<file path="config.mk">
export PLATFORM = sky130hd
export DESIGN_NAME = tdoa_localizer
export DESIGN_NICKNAME = d
export VERILOG_FILES = /design/src/rtl/tdoa_localizer.sv
export SDC_FILE = /design/constraint.sdc
export NUM_CORES = 1
export LEC_CHECK = 0
export CORE_MARGIN = 3
export CORE_UTILIZATION = 57
export CTS_CLUSTER_SIZE = 30
export DETAILED_ROUTE_END_ITERATION = 8
export PLACE_DENSITY = 0.77
export SETUP_SLACK_MARGIN = 0.3
export SLEW_MARGIN = 25
export SYNTH_ARGS = -nofsm -noshare
export SYNTH_HDL_FRONTEND = slang
export SYNTH_SLANG_ARGS = --single-unit
export TNS_END_PERCENT = 50
</file>
<file path="constraint.sdc">
create_clock -name clk -period 14.55 [get_ports clk]
set_clock_uncertainty 0.05 [all_clocks]
set_input_delay 4.365 -clock clk [delete_from_list [all_inputs] [get_ports clk]]
set_output_delay 4.365 -clock clk [all_outputs]
set_load 0.01 [all_outputs]
</file>
<file path="src/rtl/tdoa_localizer.sv">
// tdoa_localizer: turns toward a tone source from the two-mic arrival delay, then drives forward; spins to search when idle.
module tdoa_localizer #(
  parameter int TIMER_W     = 16,
  parameter int TIMEOUT_CYC = 13000,
  parameter int EQUAL_WIN   = 0,
  parameter int GAIN        = 9000,
  parameter int MOVE_W      = 27,
  parameter int FWD_CYC     = 300000,
  parameter bit SEARCH_EN   = 1'b1,
  parameter int SEARCH_IDLE = 2**24 - 1,
  parameter int SEARCH_CYC  = 2**22
) (
  input  logic       clk,
  input  logic       rst_n,
  input  logic       mic_a,
  input  logic       mic_b,
  input  logic       enable,
  output logic       direction,
  output logic       rotate,
  output logic       move,
  output logic [1:0] lead,
  output logic [2:0] state_o
);
  typedef enum logic [2:0] {IDLE, ARMED, ROTATE, FORWARD, SEARCH} stateT;
  localparam int IDLE_W = $clog2(SEARCH_IDLE + 1);
  localparam int PROD_W = TIMER_W + 32;
  localparam logic [TIMER_W-1:0] TIMER_MAX = '1;
  localparam logic [TIMER_W-1:0] TIMEOUT = TIMER_W'(TIMEOUT_CYC);
  localparam logic [TIMER_W-1:0] EQ = TIMER_W'(EQUAL_WIN);
  localparam logic [MOVE_W-1:0] MOVE_MAX = '1;
  localparam logic [MOVE_W-1:0] FWD = MOVE_W'(FWD_CYC);
  localparam logic [MOVE_W-1:0] SRCH = MOVE_W'(SEARCH_CYC);
  localparam logic [IDLE_W-1:0] IDLE_LIM = IDLE_W'(SEARCH_IDLE - 1);

  stateT state, nxtState;
  logic [1:0] syncA, syncB, nxtLead;
  logic dlyA, dlyB, edgeA, edgeB, nearEq;
  logic [TIMER_W-1:0] timer, nxtTimer, tInc;
  logic [MOVE_W-1:0] count, nxtCount, rotCount;
  logic [IDLE_W-1:0] idleCnt, nxtIdle;
  logic [PROD_W-1:0] prod;

  // the cycle the second edge lands counts toward the delay
  assign tInc = (timer == TIMER_MAX) ? timer : timer + 1'b1;
  assign nearEq = tInc <= EQ;
  assign prod = PROD_W'(tInc) * PROD_W'(GAIN);
  assign rotCount = (prod > PROD_W'(MOVE_MAX)) ? MOVE_MAX : prod[MOVE_W-1:0];
  assign state_o = state;

  always_comb begin
    nxtState = state;
    nxtLead = lead;
    nxtTimer = timer;
    nxtCount = count;
    nxtIdle = '0;
    if (!enable) begin
      nxtState = IDLE;
      nxtLead = 2'b00;
      nxtTimer = '0;
      nxtCount = '0;
    end else if ((state == IDLE || state == SEARCH) && (edgeA || edgeB)) begin
      nxtState = (edgeA && edgeB) ? FORWARD : ARMED;
      nxtLead = {edgeB, edgeA};
      nxtTimer = '0;
      nxtCount = (edgeA && edgeB) ? FWD : '0;
    end else begin
      case (state)
        IDLE: begin
          if (SEARCH_EN && idleCnt == IDLE_LIM) begin
            nxtState = SEARCH;
            nxtCount = SRCH;
          end else nxtIdle = idleCnt + 1'b1;
        end
        ARMED: begin
          nxtTimer = tInc;
          if (edgeA && edgeB) begin
            nxtState = FORWARD;
            nxtLead = 2'b11;
            nxtCount = FWD;
          end else if ((edgeA && lead == 2'b10) || (edgeB && lead == 2'b01)) begin
            nxtState = nearEq ? FORWARD : ROTATE;
            nxtLead = nearEq ? 2'b11 : lead;
            nxtCount = nearEq ? FWD : rotCount;
          end else if (edgeA || edgeB) nxtTimer = '0;
          else if (tInc >= TIMEOUT) begin
            nxtState = IDLE;
            nxtLead = 2'b00;
            nxtTimer = '0;
          end
        end
        ROTATE: begin
          nxtState = (count <= 1) ? FORWARD : ROTATE;
          nxtCount = (count <= 1) ? FWD : count - 1'b1;
        end
        FORWARD: begin
          nxtState = (count <= 1) ? IDLE : FORWARD;
          nxtLead = (count <= 1) ? 2'b00 : lead;
          nxtCount = (count <= 1) ? '0 : count - 1'b1;
        end
        SEARCH: begin
          nxtState = (count <= 1) ? IDLE : SEARCH;
          nxtCount = (count <= 1) ? '0 : count - 1'b1;
        end
        default: nxtState = IDLE;
      endcase
    end
  end

  always_ff @(posedge clk or negedge rst_n)
    if (!rst_n) begin
      syncA <= '0;
      syncB <= '0;
      dlyA <= 1'b0;
      dlyB <= 1'b0;
      edgeA <= 1'b0;
      edgeB <= 1'b0;
      state <= IDLE;
      lead <= 2'b00;
      timer <= '0;
      count <= '0;
      idleCnt <= '0;
      move <= 1'b0;
      rotate <= 1'b0;
      direction <= 1'b0;
    end else begin
      syncA <= {syncA[0], mic_a};
      syncB <= {syncB[0], mic_b};
      dlyA <= syncA[1];
      dlyB <= syncB[1];
      edgeA <= syncA[1] & ~dlyA;
      edgeB <= syncB[1] & ~dlyB;
      state <= nxtState;
      lead <= nxtLead;
      timer <= nxtTimer;
      count <= nxtCount;
      idleCnt <= nxtIdle;
      move <= nxtState inside {ROTATE, FORWARD, SEARCH};
      rotate <= nxtState inside {ROTATE, SEARCH};
      direction <= nxtState inside {FORWARD, SEARCH} || (nxtState == ROTATE && nxtLead == 2'b01);
    end
endmodule

</file>
Word level (Yosys, flattened, before mapping). Cells that the tools add are included.

Memories kept: 0. Memory bits (read-only): 0. Output and inout bits: 8. Bits in writable memories: 0. Bits of input ports: 5. Register bits after elaboration: 83. Bits in latches: 0.

Magnitude comparators: 4. Multiply operators: 1. Muxes and demuxes: 45. Reductions and logical operators: 15. Equal/unequal tests: 16. Shift-type cells: 0. Add/subtract/negate cells: 3. Div/mod/pow operators: 0. Bitwise gates (word level): 4.

Operator list (count): $mux W27 (9); $mux W16 (8); $pmux W27 S4 (1); $mux W24 (4); $gt A30 B27 Y1 const B (1); $le A27 B1 Y1 const B (1); $mul A16 B11 Y27 const B (1); $sub A27 B1 Y27 const B (1); $add A24 B1 Y24 const B (1); $eq A24 B24 Y1 const B (1); $mux W3 (8); $mux W2 (10); $mux W19 (1); $add A16 B1 Y16 const B (1); $eq A16 B16 Y1 const B (1); $ge A16 B14 Y1 const B (1); $le A16 B1 Y1 const B (1); $pmux W3 S5 (1); $eq A3 B2 Y1 const B (4); $eq A3 B3 Y1 const B (2); $ne A6 B2 Y1 const B (1); $logic_and A1 B1 Y1 (5); $ne A5 B5 Y1 const B (1); $eq A2 B1 Y1 const B (2); other kinds (14) (21).

Longest topological paths before layout.
Depth after elaboration: 13. Depth in mapped cells: 26. Mapped depth without buffers: 24.

Least setup slack after synthesis. OpenSTA, ideal clock, no wires.

Path type: reg2reg. From: register timer[0]. To: register count[18]. Stages on the path, launching flop included: 25. Period minus slack after synthesis: 6.476 ns. Setup slack: 8.074 ns. Arrival time: 6.291 ns. Path through: dfrtp_1 -> ha_1 -> nand4_1 -> nor4_1 -> nor2_1 -> xor2_1 -> ha_1 -> ha_1 -> inv_1 -> fa_1 -> inv_1 -> fa_1 -> inv_1 -> fa_1 -> inv_1 -> ha_1 -> o21ai_0 -> a21oi_1 -> o311ai_0 -> nand4_1 -> a31oi_1 -> mux2_2 -> buf_2 -> nor4_1 -> o22ai_1.

Longest elaborated chain between the ends: 11. Elaborated cells between the ends (all ways): 13.

RTL lines: start: declaration (line 38) `logic [TIMER_W-1:0] timer, nxtTimer, tInc;`; start signal: assignment (line 134) `timer <= nxtTimer;`; $add A16 B1 Y16 or $eq A16 B16 Y1 (tied branches) (line 44) `assign tInc = (timer == TIMER_MAX) ? timer : timer + 1'b1;`; $mux W16 (*) (line 44); $mul A16 B11 Y27 (line 46) `assign prod = PROD_W'(tInc) * PROD_W'(GAIN);`; $gt A30 B27 Y1 (line 47) `assign rotCount = (prod > PROD_W'(MOVE_MAX)) ? MOVE_MAX : prod[MOVE_W-1:0];`; $mux W27 (line 47); $mux W27 (*) (line 83) `nxtCount = nearEq ? FWD : rotCount;`; $mux W27 (*) (line 80) `end else if ((edgeA && lead == 2'b10) || (edgeB && lead == 2'b01)) begin`; $mux W27 (*) (line 76) `if (edgeA && edgeB) begin`; $pmux W27 S4 (*) (line 67) `case (state)`; $mux W27 (*) (line 61) `end else if ((state == IDLE || state == SEARCH) && (edgeA || edgeB)) begin`; $mux W27 (*) (line 56) `if (!enable) begin`; end signal: assignment (line 135) `count <= nxtCount;`; end: declaration (line 39) `logic [MOVE_W-1:0] count, nxtCount, rotCount;`.

Every way passes the cells marked *; elsewhere a longest branch is shown, timed or not. The select of a mux whose other input is x is not followed. A chain may end at the register's enable or synchronous reset.

Final worst setup path.
From: register timer[0]. To: register count[1].

Same word-level chain as after synthesis.

==> results.md <==
* Worst-path clk slew at approximately 0.07 ns
* Critical path class: flip-flop to flip-flop
* Latest clock arrival within the worst-skew pair at roughly 0.35 ns
* Worst vdd ir at around 63 uV
* 1st-iter DRT viols at between 600 and 700
* Cell variety after synth at 76
* Wirelength per Cell at ~17 um
* Sequential cell area at between 0.002 and 0.0025 mm^2
* RD Place Congestion at about 0.93
* Htree depth at 3
* Detailed-placement wirelength estimate at between 10000 and 15000 um
* Mean Syn Cell Area at about 8.6 um^2
* Syn Nets at 1120
* Filler instances at approximately 1200
* Post-synthesis simple-gate area fraction at 0.205
* Ant. Diodes at 0
* Initial Util at 0.590
* CP max FO at 16
* Top achievable clock speed at approximately 130 MHz
* Crit path cell chain: ha_1, nand4_1, nor4_1, nor2_1, xor2_1, ha_1, ha_1, inv_1, fa_1, inv_1, fa_1, inv_1, fa_1, inv_1, ha_1, o21ai_0, a21oi_1, o311ai_0, nand4_1, a31oi_1, mux2_2, o21bai_1, o221ai_1
* Least-Margin Pin Slew at roughly 1.0 ns
* Fin. Hold Viols at 0
* Crit path time final at ~7.8 ns
* Largest net degree at the start of global routing at 75
* PwrDens at 85.1 mW/mm^2
* Hold Path Class: flip-flop to flip-flop
* First-pass DRT Iterations at 5
* First-pass GRT wire length at between 30000 and 40000 um
* Period utilization at 0.538
* Multi-input logic area at 0.00571 mm^2
* Sw frac at 0.363
* Total congestion overflow at 0
* CTS Buf Count at 9
* Synth Area in XOR/XNOR at 0.0642
* Total of max-cap violations at 0
* Clock tree sinks at between 80 and 90
* Synthesis Warnings at 0
* RSZ-0062 raised after global routing: no
* Via count at 6970
* CP endpoint kind: flip-flop
* Core Footprint at between 0.01 and 0.015 mm^2
* Startpoint Class: flip-flop
* Post-CTS sizing at 0
* Mux share of post-synthesis cell area at 0.00135
* Post-synth EDFFs at 0
* # setup viols final at 0
* Row Count at between 40 and 50
* Chip width at between 100 and 150 um
* Final Max Tran Viols at 0
* Psw at 274 uW
* Largest family of logic cells by synthesized area: adder cells
* Area Overhead vs Synth at 6.80%
* Top_reg_cell synth: dfrtp_1
* Worst EP arrival at a little under 8 ns
* Die area at about 0.016 mm^2
* IO buf count at 12
* Hold-fix buffers at CTS at 0
* Post-route ant nets at 0
* Post-Layout Cell Count at between 1000 and 1500
* CTS tree: built
* Synthesis-stage register bit count at slightly above 80
* Residual DRC at 0
* Tot Pwr at about 760 uW
* Share of total power in the clock network at 0.338
* Dpl cells at between 1000 and 1500
* Post-layout util at 0.630
* Sequential share of power at 0.346
* Routed wire length at 19500 um
* Status: finished clean
* Asr flop ratio synth at 1.00
* Fraction of layout cells with a size suffix above 1 at 0.0475
* Maximum clock path buffer count at 2
* Int Pwr at between 400 and 500 uW
* Global Route Usage Sum at 0.245
* Compound-Gate Fraction of Synth Area at 0.165
* I/O pin cnt at 13
* Vias in the first global route at 6477
* Critical Path RT at 14.68 ns
* # Post-CTS Setup Buffers at 0
* Leak at around 4.4 nW
* Vias per cell at 6.07
* Sequential fraction of the synthesis area at 0.250
* Layout Nets at ~1100
* Synthesized area at 0.00832 mm^2
* Cell count after synthesis at 968
* Synth Area in Adders at 0.251
* Setup TNS at 0 ns
* Master of the slowest instance on the critical path: o21bai_1
* Initial antenna violation count at 0
* Slowest stage delay, CP at 0.75 ns
* Combinational Power Share at 0.316
* Clock Root Buffer: clkbuf_16
* Worst relative slew slack at 0.307
* Die Ht at 127 um
==> placed cells by master (no fill, tap or decap), types with 3 or more instances in the layout <==
| master | n |
|---|---|
| a21o_1 | 9 |
| o31a_1 | 4 |
| a31oi_1 | 5 |
| xor2_1 | 31 |
| inv_1 | 106 |
| o211ai_1 | 8 |
| dfrtp_1 | 83 |
| or3_1 | 11 |
| buf_4 | 4 |
| nor3_2 | 3 |
| o22ai_1 | 8 |
| o221ai_1 | 6 |
| a211oi_1 | 3 |
| a21oi_1 | 49 |
| nand4_1 | 18 |
| and3_1 | 13 |
| nor2_1 | 80 |
| and2_1 | 3 |
| nand2_1 | 88 |
| nand3_1 | 36 |
| nor2b_1 | 4 |
| or4_1 | 4 |
| o21a_1 | 3 |
| fa_1 | 33 |
| clkdlybuf4s50_1 | 11 |
| o21bai_1 | 4 |
| ha_1 | 114 |
| nor3_1 | 28 |
| clkbuf_16 | 9 |
| nor4_1 | 13 |
| o31ai_1 | 6 |
| nand2b_1 | 5 |
| o21ai_1 | 13 |
| xnor2_1 | 30 |
| a22oi_1 | 8 |
| o21ai_0 | 55 |
| a311o_1 | 3 |
==> path summary, 6_finish.rpt <==
check / from / end / slack [ns] / cells past startpoint
setup / recovery: timer[0] / count[1] / 6.73 / 23
hold / removal: syncA[0] / syncA[1] / 0.31 / 0
setup reg to reg: timer[0] / count[1] / 6.73 / 23
hold reg to reg: syncA[0] / syncA[1] / 0.31 / 0
max in group asynchronous: rst_n / timer[9] / 9.51 / 2
min in group asynchronous: rst_n / count[24] / 3.78 / 1
==> synth_stat cells, types with 3 or more instances <==
master    instances  area (um^2)
nor2b_1           4         25.0
buf_2            11         55.1
and2_1            3         18.8
nor4_1           13         81.3
nor3_1           28          140
o211ai_1          8         60.1
nand3_1          36          180
a31oi_1           5         31.3
dfrtp_1          83         2080
o22ai_1           8         50.1
a21oi_1          49          245
xor2_1           31          272
nor2_1           81          304
fa_1             33          661
o31ai_1           6         45.0
a311o_1           3         30.0
o21ai_0          55          275
and3_1           13         81.3
nand2_1          88          330
nor3_2            3         30.0
inv_1           106          398
a211oi_1          3         22.5
or3_1            11         68.8
o31a_1            4         35.0
clkbuf_1         15         56.3
o21a_1            3         22.5
ha_1            114         1430
nand4_1          18          113
nand2b_1          5         31.3
or4_1             4         30.0
o21bai_1          4         30.0
o221ai_1          6         52.6
a21o_1            9         67.6
xnor2_1          30          263
a22oi_1           8         60.1
o21ai_1          13         65.1
==> per-stage QoR <==
stage	worst slack [ns]	instance area (um^2)	hold slack, ns
2_1_floorplan	8.07	8320	0.281
3_3_place_gp	7.02	8540	0.299
3_5_place_dp	6.89	8550	0.300
4_1_cts	6.81	8880	0.314
5_1_grt	6.23	8880	0.324
6_report	6.73	8880	0.306
==> cell type report <==
cell class	count	share of cell area
clock inverter	6	0.0108
clock buffer	10	0.0269
tap	180	0.0254
sequential	83	0.234
multi-input combinational	749	0.642
inverter	106	0.0448
timing repair buffer	15	0.0158
==> power groups by stage <==
| stage | clock (mW) | sequential [mW] | combinational (mW) |
|---|---|---|---|
| after floorplan | 0 | 0.258 | 0.182 |
| after global placement | 0 | 0.264 | 0.230 |
| after detailed placement | 0 | 0.265 | 0.232 |
| after CTS | 0.261 | 0.260 | 0.234 |
| after global routing | 0.270 | 0.263 | 0.262 |
| final | 0.256 | 0.261 | 0.239 |
==> registers in the layout, indices dropped and copies added (netlist names) <==
signal,cells
direction,1
syncA,2
state_o,3
dlyA,1
timer,16
lead,2
idleCnt,24
dlyB,1
edgeA,1
syncB,2
rotate,1
count,27
move,1
edgeB,1
==> logic make-up (layout without fill, tap and decap cells) <==
logic type	Yosys count	in the layout
flip-flops	83	83
multiplexers	1	1
adder cells (fa/ha/maj)	147	147
AO/OA/AOI/OAI	210	210
buffers and inverters	136	137
AND/OR/NAND/NOR	330	330
XOR/XNOR	61	61
==> critical path, delay by kind of cell, from the launching register on <==
kind            cells  cell delay (ns)
buf+inv             4             0.19
mux                 1             0.48
flops               1             0.43
simple gates        4             1.29
fa+ha+maj           7             2.77
xor+xnor            1             0.50
compound gates      6             1.94
==> routing by layer <==
metal / vias to the layer above / routed length [um] / global-route usage / share of wire
met4: 0 / 299 / 0.0599 / 0.015
met3: 24 / 977 / 0.0379 / 0.050
met1: 3329 / 8910 / 0.348 / 0.46
met2: 211 / 9270 / 0.395 / 0.48
li1: 3406 / - / - / -
met5: - / 0 / 0 / 0
(Power assumes the default switching activity.)
